$ cat config.mk
export PLATFORM = sky130hd
export DESIGN_NAME = dma_reg_sequencer
export DESIGN_NICKNAME = d
export VERILOG_FILES = /design/src/rtl/dma_reg_sequencer.sv
export SDC_FILE = /design/constraint.sdc
export NUM_CORES = 1
export LEC_CHECK = 0
export CAP_MARGIN = 20
export CORE_MARGIN = 5
export CORE_UTILIZATION = 44
export CTS_CLUSTER_DIAMETER = 80
export DETAILED_ROUTE_END_ITERATION = 6
export PLACE_DENSITY = 0.82
export SYNTH_ARGS = -nofsm -noshare
export SYNTH_HDL_FRONTEND = slang
export SYNTH_SLANG_ARGS = --single-unit
$ cat constraint.sdc
create_clock -name clk -period 2.7 [get_ports clk]
set_input_delay 0.54 -clock clk [delete_from_list [all_inputs] [get_ports clk]]
set_output_delay 0.54 -clock clk [all_outputs]
set_load 0.03 [all_outputs]
$ cat src/rtl/dma_reg_sequencer.sv
// dma_reg_sequencer: shares the 16x32 register file between single-cycle CPU
// add/sub operations and multi-word DMA bursts to/from memory or IO. Drives the
// register-file op/type/address/RegWrite controls and the device strobes.
//
// state      | meaning
// IDLE       | bus parked at the no-op encoding; CPU/DMA arbitration happens here
// CPU_EXEC   | one-cycle ALU add/sub, cpu_gnt high
// DMA_XFER   | store word: register file reads the current register
// DMA_WAIT   | device strobe (mem_wr for stores, mem_rd for loads) until mem_ready
// DMA_COMMIT | load word: register file writes the returned device word
// DMA_DONE   | one-cycle completion pulse; dma_busy still high
module dma_reg_sequencer #(
  parameter int LEN_W = 5
) (
  input  logic             clk,
  input  logic             reset,
  // CPU ALU request port
  input  logic             cpu_req,
  input  logic             cpu_sub,
  input  logic [3:0]       cpu_rs1,
  input  logic [3:0]       cpu_rs2,
  input  logic [3:0]       cpu_rd,
  output logic             cpu_gnt,
  // DMA burst request port
  input  logic             dma_req,
  input  logic             dma_load,
  input  logic [1:0]       dma_type,
  input  logic [3:0]       dma_reg_base,
  input  logic [7:0]       dma_dev_base,
  input  logic [LEN_W-1:0] dma_len,
  output logic             dma_busy,
  output logic             dma_done,
  output logic             dma_err,
  // register-file controls
  output logic [1:0]       op,
  output logic [1:0]       op_type,
  output logic [3:0]       Readreg1,
  output logic [3:0]       Readreg2,
  output logic [3:0]       Writereg,
  output logic [7:0]       fake_source,
  output logic [7:0]       fake_destination,
  output logic             RegWrite,
  // device handshake
  output logic [7:0]       mem_addr,
  output logic             mem_rd,
  output logic             mem_wr,
  input  logic             mem_ready
);

  localparam logic [1:0] OP_SW    = 2'b00;
  localparam logic [1:0] OP_LW    = 2'b01;
  localparam logic [1:0] TYPE_MEM = 2'b00;
  localparam logic [1:0] TYPE_NOP = 2'b01;
  localparam logic [1:0] TYPE_IO  = 2'b11;

  typedef enum logic [2:0] {
    IDLE       = 3'd0,
    CPU_EXEC   = 3'd1,
    DMA_XFER   = 3'd2,
    DMA_WAIT   = 3'd3,
    DMA_COMMIT = 3'd4,
    DMA_DONE   = 3'd5
  } state_t;

  state_t           state;
  state_t           state_nx;

  // 1 when the CPU was the last requester served; resets to DMA-served
  logic             last_cpu;
  logic             err_q;

  logic             load_q;
  logic [1:0]       type_q;
  logic [3:0]       reg_base_q;
  logic [7:0]       dev_base_q;
  logic [LEN_W-1:0] idx_q;
  // words still to finish in this burst, counting down to the last word
  logic [LEN_W-1:0] left_q;

  logic             dma_pend;
  logic             cpu_win;
  logic             dma_win;
  logic             type_ok;
  logic             grant_dma;
  logic             reject_dma;
  logic             last_word;
  logic             word_end;
  logic [3:0]       reg_idx;
  logic [7:0]       dev_idx;

  // A rejected request is masked while its error pulse is out, so a requester
  // that is still holding dma_req sees exactly one dma_err cycle.
  assign dma_pend   = dma_req & ~err_q;
  assign cpu_win    = cpu_req & (~dma_pend | ~last_cpu);
  assign dma_win    = dma_pend & ~cpu_win;
  assign type_ok    = (dma_type == TYPE_MEM) || (dma_type == TYPE_IO);
  assign grant_dma  = (state == IDLE) && dma_win && type_ok;
  assign reject_dma = (state == IDLE) && dma_win && !type_ok;

  assign last_word  = (left_q == LEN_W'(1));
  assign reg_idx    = reg_base_q + 4'(idx_q);
  assign dev_idx    = dev_base_q + 8'(idx_q);
  assign dma_err    = err_q;

  // next-state selection and per-word completion strobe
  always_comb begin
    state_nx = state;
    word_end = 1'b0;
    case (state)
      IDLE: begin
        if (cpu_win) begin
          state_nx = CPU_EXEC;
        end else if (grant_dma) begin
          if (dma_len == '0)
            state_nx = DMA_DONE;
          else if (dma_load)
            state_nx = DMA_WAIT;
          else
            state_nx = DMA_XFER;
        end
      end
      CPU_EXEC: state_nx = IDLE;
      DMA_XFER: state_nx = DMA_WAIT;
      DMA_WAIT: begin
        if (mem_ready) begin
          if (load_q) begin
            state_nx = DMA_COMMIT;
          end else begin
            word_end = 1'b1;
            state_nx = last_word ? DMA_DONE : DMA_XFER;
          end
        end
      end
      DMA_COMMIT: begin
        word_end = 1'b1;
        state_nx = last_word ? DMA_DONE : DMA_WAIT;
      end
      DMA_DONE: state_nx = IDLE;
      default:  state_nx = IDLE;
    endcase
  end

  // register-file and device outputs decoded from state (reset parks them at once)
  always_comb begin
    op               = OP_SW;
    op_type          = TYPE_NOP;
    Readreg1         = 4'd0;
    Readreg2         = 4'd0;
    Writereg         = 4'd0;
    fake_source      = 8'd0;
    fake_destination = 8'd0;
    RegWrite         = 1'b0;
    mem_addr         = 8'd0;
    mem_rd           = 1'b0;
    mem_wr           = 1'b0;
    cpu_gnt          = 1'b0;
    dma_busy         = 1'b0;
    dma_done         = 1'b0;
    case (state)
      CPU_EXEC: begin
        cpu_gnt  = 1'b1;
        op       = {1'b1, cpu_sub};
        Readreg1 = cpu_rs1;
        Readreg2 = cpu_rs2;
        Writereg = cpu_rd;
        RegWrite = 1'b1;
      end
      DMA_XFER: begin
        dma_busy         = 1'b1;
        op               = OP_SW;
        op_type          = type_q;
        fake_source      = {4'b0000, reg_idx};
        fake_destination = {4'b0000, reg_idx};
        mem_addr         = dev_idx;
      end
      DMA_WAIT: begin
        dma_busy         = 1'b1;
        op               = load_q ? OP_LW : OP_SW;
        op_type          = type_q;
        fake_source      = {4'b0000, reg_idx};
        fake_destination = {4'b0000, reg_idx};
        mem_addr         = dev_idx;
        mem_rd           = load_q;
        mem_wr           = ~load_q;
      end
      DMA_COMMIT: begin
        dma_busy         = 1'b1;
        op               = OP_LW;
        op_type          = type_q;
        fake_source      = {4'b0000, reg_idx};
        fake_destination = {4'b0000, reg_idx};
        mem_addr         = dev_idx;
        RegWrite         = 1'b1;
      end
      DMA_DONE: begin
        dma_busy = 1'b1;
        dma_done = 1'b1;
      end
      default: ;
    endcase
  end

  // state register
  always_ff @(posedge clk or posedge reset) begin
    if (reset)
      state <= IDLE;
    else
      state <= state_nx;
  end

  // last-served flag and reject pulse, decided only in IDLE
  always_ff @(posedge clk or posedge reset) begin
    if (reset) begin
      last_cpu <= 1'b0;
      err_q    <= 1'b0;
    end else begin
      err_q <= reject_dma;
      if (state == IDLE) begin
        if (cpu_win)
          last_cpu <= 1'b1;
        else if (dma_win)
          last_cpu <= 1'b0;
      end
    end
  end

  // burst context latched at grant, advanced once per completed word
  always_ff @(posedge clk or posedge reset) begin
    if (reset) begin
      load_q     <= 1'b0;
      type_q     <= TYPE_NOP;
      reg_base_q <= 4'd0;
      dev_base_q <= 8'd0;
      idx_q      <= '0;
      left_q     <= '0;
    end else if (grant_dma) begin
      load_q     <= dma_load;
      type_q     <= dma_type;
      reg_base_q <= dma_reg_base;
      dev_base_q <= dma_dev_base;
      idx_q      <= '0;
      left_q     <= dma_len;
    end else if (word_end) begin
      idx_q  <= idx_q + LEN_W'(1);
      left_q <= left_q - LEN_W'(1);
    end
  end

endmodule

==> qor.yml, run 1 <==
nFillCells: 404
syn2layout_area_growth_pct: 44.8
slew-limit-headroom: 0.657
fin_area_um2: 3120
hold_end: "type_q[0]"
num-nets-final: 367
yosys.area.top_type_share: 0.336
async_flop_share: 1.00
vias_per_cell: 5.19
die-area_um2: 6400
cts_tree: "done"
synth_cells: 230
synthFlopType: "dfrtp_1"
setup_violations: 0
overflow: 0
synth_edf_count: 0
postRouteAntennaNets: 0
firstDrtPassIters: 4
io_pins: 85
antenna_found_initial: 0
cts_sinks: 30
placed_cells: 373
synth_compound_area_frac: 0.160
cts_buffers: 5
r2r_slack_ns: 0.56
synth_area_leaders: "dfrtp_1 34%, ha_1 6.4%, mux2_2 6.3%"
min-delay-start: "type_q[0]"
p_leak_nw: 1.60
p_seq_frac: 0.247
rr_worst_depth: 6
crit_required_ns: 2.16
synthDistinctLibCells: 51
synth_seq_area_share: 0.349
drive_above_1_share: 0.161
drv_cap: 0
r2r-end: "left_q[3]"
register_area_um2: 753
power.density_nw_per_um2: 1030
grt_pass1_vias: 1900
ir_worst_vdd_mv: 0.458
skew_ns: 0.00618
slew_violations: 0
drc: 0
switching_share: 0.470
rows: 25
dr_total_vias: 1992
clkLatencyLatePin_ns: 0.29
grt_max_degree: 31
worstMarginPinSlew_ns: 0.513
dieHeight_um: 80.0
diodes: 0
yosysWarnings: 0
ctsLongestPathBuffers: 2
start_kind: "register"
fin_crit_sh: 0.973
cp-startpoint: "idx_q[1]"
grt.total_usage: 0.182
hold-worst-slack_ns: 0.508
hold_viol: 0
multi_input_area_um2: 1300
core-area_um2: 4750
critPathArrivalTime_ns: 2.09
pwr-share-comb: 0.644
power_mw: 3.21
p_switching_mw: 1.51
max_freq_ghz: 0.381
holdPathStages: 2
routedWlPerCell_um: 15.2
crit_path_max_fanout: 6
period_minus_slack_ns: 2.63
synth_top_family_by_area: "simple AND/OR/NAND/NOR gates"
routed_wl_um: 5820
placed_area_um2: 2980
gp_congestion: 0.842
syn_area_per_cell_um2: 9.38
ys_seq_elements: 30
netlist_area_um2: 2160
outcome: "completed"
root_buffer: "clkbuf_8"
yosys-top-cells-count: "29 x dfrtp_1, 20 x nor2_1, 18 x and2_1"
htreeDepth: 2
synth_xor_xnor_area_share: 0.0365
grt_pass1_wl_um: 9140
cp-end-kind: "output port"
synth_adder_area_share: 0.0824
muxShareOfSynthArea: 0.0766
min_path_type: "reg -> reg"
synth-simple-area-share: 0.222
p_int_mw: 1.70
layoutNonFillerInstCount: 384
pwr-share-clk: 0.109
port_buffers: 76
dpl.hpwl_um: 4440
initial_core_util: 0.454
yosysTopAreaCell: "dfrtp_1"
clk_pin_slew_ns: 0.06
path_class: "reg -> out"
reg2reg_from: "state[2]"
yosysMostFrequentCell: "dfrtp_1"
die_width_um: 80.0
dr.first_iter.drc_count: 119
## through the flow
step | setup slack, ns | TNS [ns] | util
global placement | 0.175 | 0 | 0.627
floorplan | 0.119 | 0 | -
CTS | 0.00780 | 0 | 0.643
detailed placement | 0.168 | 0 | 0.627
finish | 0.0729 | 0 | 0.657
global route | -0.0166 | -0.0311 | 0.657
## area by class of cell
class	instances	area share
clock buffers	8	0.0256
well taps	67	0.0268
inverters	9	0.0108
multi-input cells	179	0.415
repair buffers	91	0.280
flip-flops and latches	30	0.241
## timing repair
item | CTS | global route
gates resized for setup | 17 | 17
setup buffers | 0 | 3
hold buffers | 0 | 0
pin swaps | 0 | 3
endpoints found under the setup margin | 14 | 15
## layout by cell type, fill, tap and decap left out, types with 2 or more instances in the layout
cell	instances
and2_1	18
conb_1	8
nand2b_1	6
ha_1	10
nor2_1	20
inv_1	9
a21o_1	3
buf_4	20
a221o_1	5
clkdlybuf4s50_1	47
nor3_1	4
dlygate4sd2_1	12
or4_1	3
nand3b_1	2
dlymetal6s2s_1	12
xor2_1	5
a21oi_1	13
nor3b_1	2
clkbuf_8	5
clkbuf_1	3
nor2b_1	4
xnor2_1	4
o211ai_1	2
mux2_2	12
mux2i_1	3
o31ai_1	2
and3_1	3
a211oi_1	2
o21ai_0	9
dfrtp_1	28
or3_1	2
nand2_1	11
## kinds of logic after synthesis
logic type / count (synthesis)
AO/OA/AOI/OAI: 49
AND/OR/NAND/NOR: 85
other: 1
XOR/XNOR: 9
flip-flops: 30
buffers and inverters: 28
adder cells (fa/ha/maj): 13
multiplexers: 15
## power by group through the flow
stage	registers (mW)	clock network, mW	logic, mW
2_1_floorplan	0.765	0	1.40
3_3_place_gp	0.788	0	2.05
3_5_place_dp	0.799	0	2.10
4_1_cts	0.795	0.357	2.04
5_1_grt	0.819	0.375	2.23
6_report	0.791	0.349	2.07
## sequential cells by signal, indices dropped and copies added, names as in the netlist
name,flops
dev_base_q,8
dma_err,1
idx_q,5
last_cpu,1
left_q,5
load_q,1
reg_base_q,4
state,3
type_q,2
## worst max-delay path by stage
stage,cells after the start,slack [ns],to
4_1_cts,7,0.008,mem_addr[6]
5_1_grt,7,-0.02,mem_addr[6]
6_report,8,0.07,mem_addr[7]
3_5_place_dp,5,0.17,fake_destination[2]
2_1_floorplan,5,0.12,mem_addr[5]
3_3_place_gp,5,0.17,mem_addr[2]
## per-layer routing
| layer | vias up | GRT usage | wire length (um) |
|---|---|---|---|
| li1 | 976 | - | - |
| met1 | 945 | 0.231 | 2380 |
| met2 | 66 | 0.307 | 2970 |
| met3 | 5 | 0.0429 | 406 |
| met4 | 0 | 0.0473 | 62 |
| met5 | - | 0 | 0 |
## critical path, stage by stage (launching register included)
cell and delay, ns:
dfrtp_1 0.39, buf_4 0.17, ha_1 0.30, a211oi_2 0.29
o21ai_2 0.12, buf_4 0.14, a21oi_1 0.12, a31o_2 0.12
buf_4 0.15
Power figures use the tool's default switching activity.
==> run 2, diff against run 1 <==
Settings changed: SKIP_CTS_REPAIR_TIMING set to 1.
==> run 2 against run 1 <==
  * Maximum frequency down 0.83%
  * Final area increased by 0.80%
  * Non-clock buffer count shrank 2
  * Register-to-register slack barely moved
  * Critical endpoint is now mem_addr[5]
  * Highest routed layer unchanged
==> qor.yml, run 2 (synthesized netlist as in run 1, its figures left out) <==
outcome: "completed"
fin_area_um2: 3150  # +0.80%
crit_required_ns: 2.16  # about the same
vias_per_cell: 5.20  # +0.32%
start_kind: "register"
die-area_um2: 6400  # unchanged
power_mw: 3.26  # +1.6%
period_minus_slack_ns: 2.65  # +0.0219 ns
drv_cap: 0  # unchanged
core-area_um2: 4750  # unchanged
routedWlPerCell_um: 15.3  # +1.2%
syn2layout_area_growth_pct: 46.0
postRouteAntennaNets: 0  # unchanged
htreeDepth: 2  # unchanged
initial_core_util: 0.454  # unchanged
root_buffer: "clkbuf_8"
min_path_type: "reg -> reg"
top_regs: "dev_base_q x8, idx_q x5, left_q x5"
drc: 0  # unchanged
clkLatencyLatePin_ns: 0.29  # about the same
skew_ns: 0.00875  # +0.00257 ns
top_register: "dev_base_q"
slew_violations: 0  # unchanged
most-common-layout-cells: "47 x clkdlybuf4s50_1, 28 x dfrtp_1, 24 x dlymetal6s2s_1"
setup_violations: 0  # unchanged
gp_congestion: 0.842  # unchanged
cp-end-kind: "output port"
nFillCells: 398  # -1.5%
slew-limit-headroom: 0.658  # +0.000917
max_freq_ghz: 0.378  # -0.83%
rsz0062_at_grt: "true"
overflow: 0  # unchanged
grt.total_usage: 0.182  # unchanged
cts_buffers: 5  # unchanged
power.density_nw_per_um2: 1030  # +0.82%
placed_area_um2: 2980  # unchanged
dr_total_vias: 1988  # -0.20%
final_common_cell: "clkdlybuf4s50_1"
dieHeight_um: 80.0  # unchanged
grt_max_degree: 31  # unchanged
firstDrtPassIters: 4  # unchanged
fin_crit_sh: 0.981  # +0.00811
rows: 25  # unchanged
cts_tree: "done"
hold_viol: 0  # unchanged
post-route-util: 0.662  # +0.00526
grt_pass1_vias: 1900  # unchanged
layout_setup_ws_ns: 0.0510  # -0.0219 ns
largest_reg_flops: 8  # unchanged
ctsLongestPathBuffers: 2  # unchanged
antenna_found_initial: 0  # unchanged
path_class: "reg -> out"
io_pins: 85  # unchanged
ir_worst_vdd_mv: 0.470  # +2.6%
cts_sinks: 30  # unchanged
p_leak_nw: 1.74  # +8.2%
dr.first_iter.drc_count: 127  # +6.7%
crit_path_max_fanout: 6  # unchanged
grt_pass1_wl_um: 9140  # unchanged
critPathArrivalTime_ns: 2.11  # +0.02 ns
diodes: 0  # unchanged
routed_wl_um: 5860  # +0.65%
worstMarginPinSlew_ns: 0.512  # -0.00137 ns
pre_cts_ws_ns: 0.168  # unchanged
drive_above_1_share: 0.152  # -0.00850
num-nets-final: 365  # -0.54%
die_width_um: 80.0  # unchanged
port_buffers: 76  # unchanged
clk_pin_slew_ns: 0.06  # about the same
dpl.hpwl_um: 4440  # unchanged
==> run 2: cell types whose count changed in the layout (fill, tap and decap cells not counted) <==
cell,change
buf_4,-2
dlygate4sd2_1,-12
dlymetal6s2s_1,+12
nor3_1,+1
nor3_2,-1
==> run 2: stage by stage <==
stage                     hold slack (ns)  TNS (ns)  instances
after floorplan                     0.481         0        237
after global placement              0.492         0        373
after detailed placement            0.504         0        373
after CTS                           0.513     -1.64        381
after global routing                0.547   -0.0866        382
final                               0.509         0        382
==> run 2: power by group <==
part | switching, mW | internal (mW)
Combinational | 1.18 | 0.931
Sequential | 0.161 | 0.634
Clock | 0.170 | 0.183
Total | 1.51 | 1.75
==> run 2: critical path, cell delays in order (launching register included) <==
cell	delay (ns)
dfrtp_1	0.42
buf_4	0.18
ha_1	0.30
a211oi_2	0.26
o21ai_2	0.13
and3_1	0.19
nor3_1	0.14
buf_4	0.19
==> run 2: path summary, 6_finish.rpt <==
check                           from            end  slack [ns]  cells after the start
max                         idx_q[1]    mem_addr[5]        0.05                      7
min                        type_q[0]      type_q[0]        0.51                      2
max reg2reg                 state[2]      left_q[3]        0.55                      6
min reg2reg                type_q[0]      type_q[0]        0.51                      2
max in group asynchronous      reset      type_q[0]        1.76                      3
min in group asynchronous      reset  dev_base_q[7]        0.61                      3
==> run 2: layout make-up <==
cell class	count	area [um^2]	share of cell area
Tap cell	67	83.8	0.0266
Sequential cell	30	753	0.239
Clock buffer	8	80.1	0.0254
Multi-Input combinational cell	179	1290	0.410
Timing Repair Buffer	89	906	0.288
Inverter	9	33.8	0.0107
==> run 2: layer usage <==
layer  share of wire  track usage
met1            0.41        0.231
met2            0.51        0.307
met3           0.068       0.0429
met4           0.011       0.0473
met5               0            0
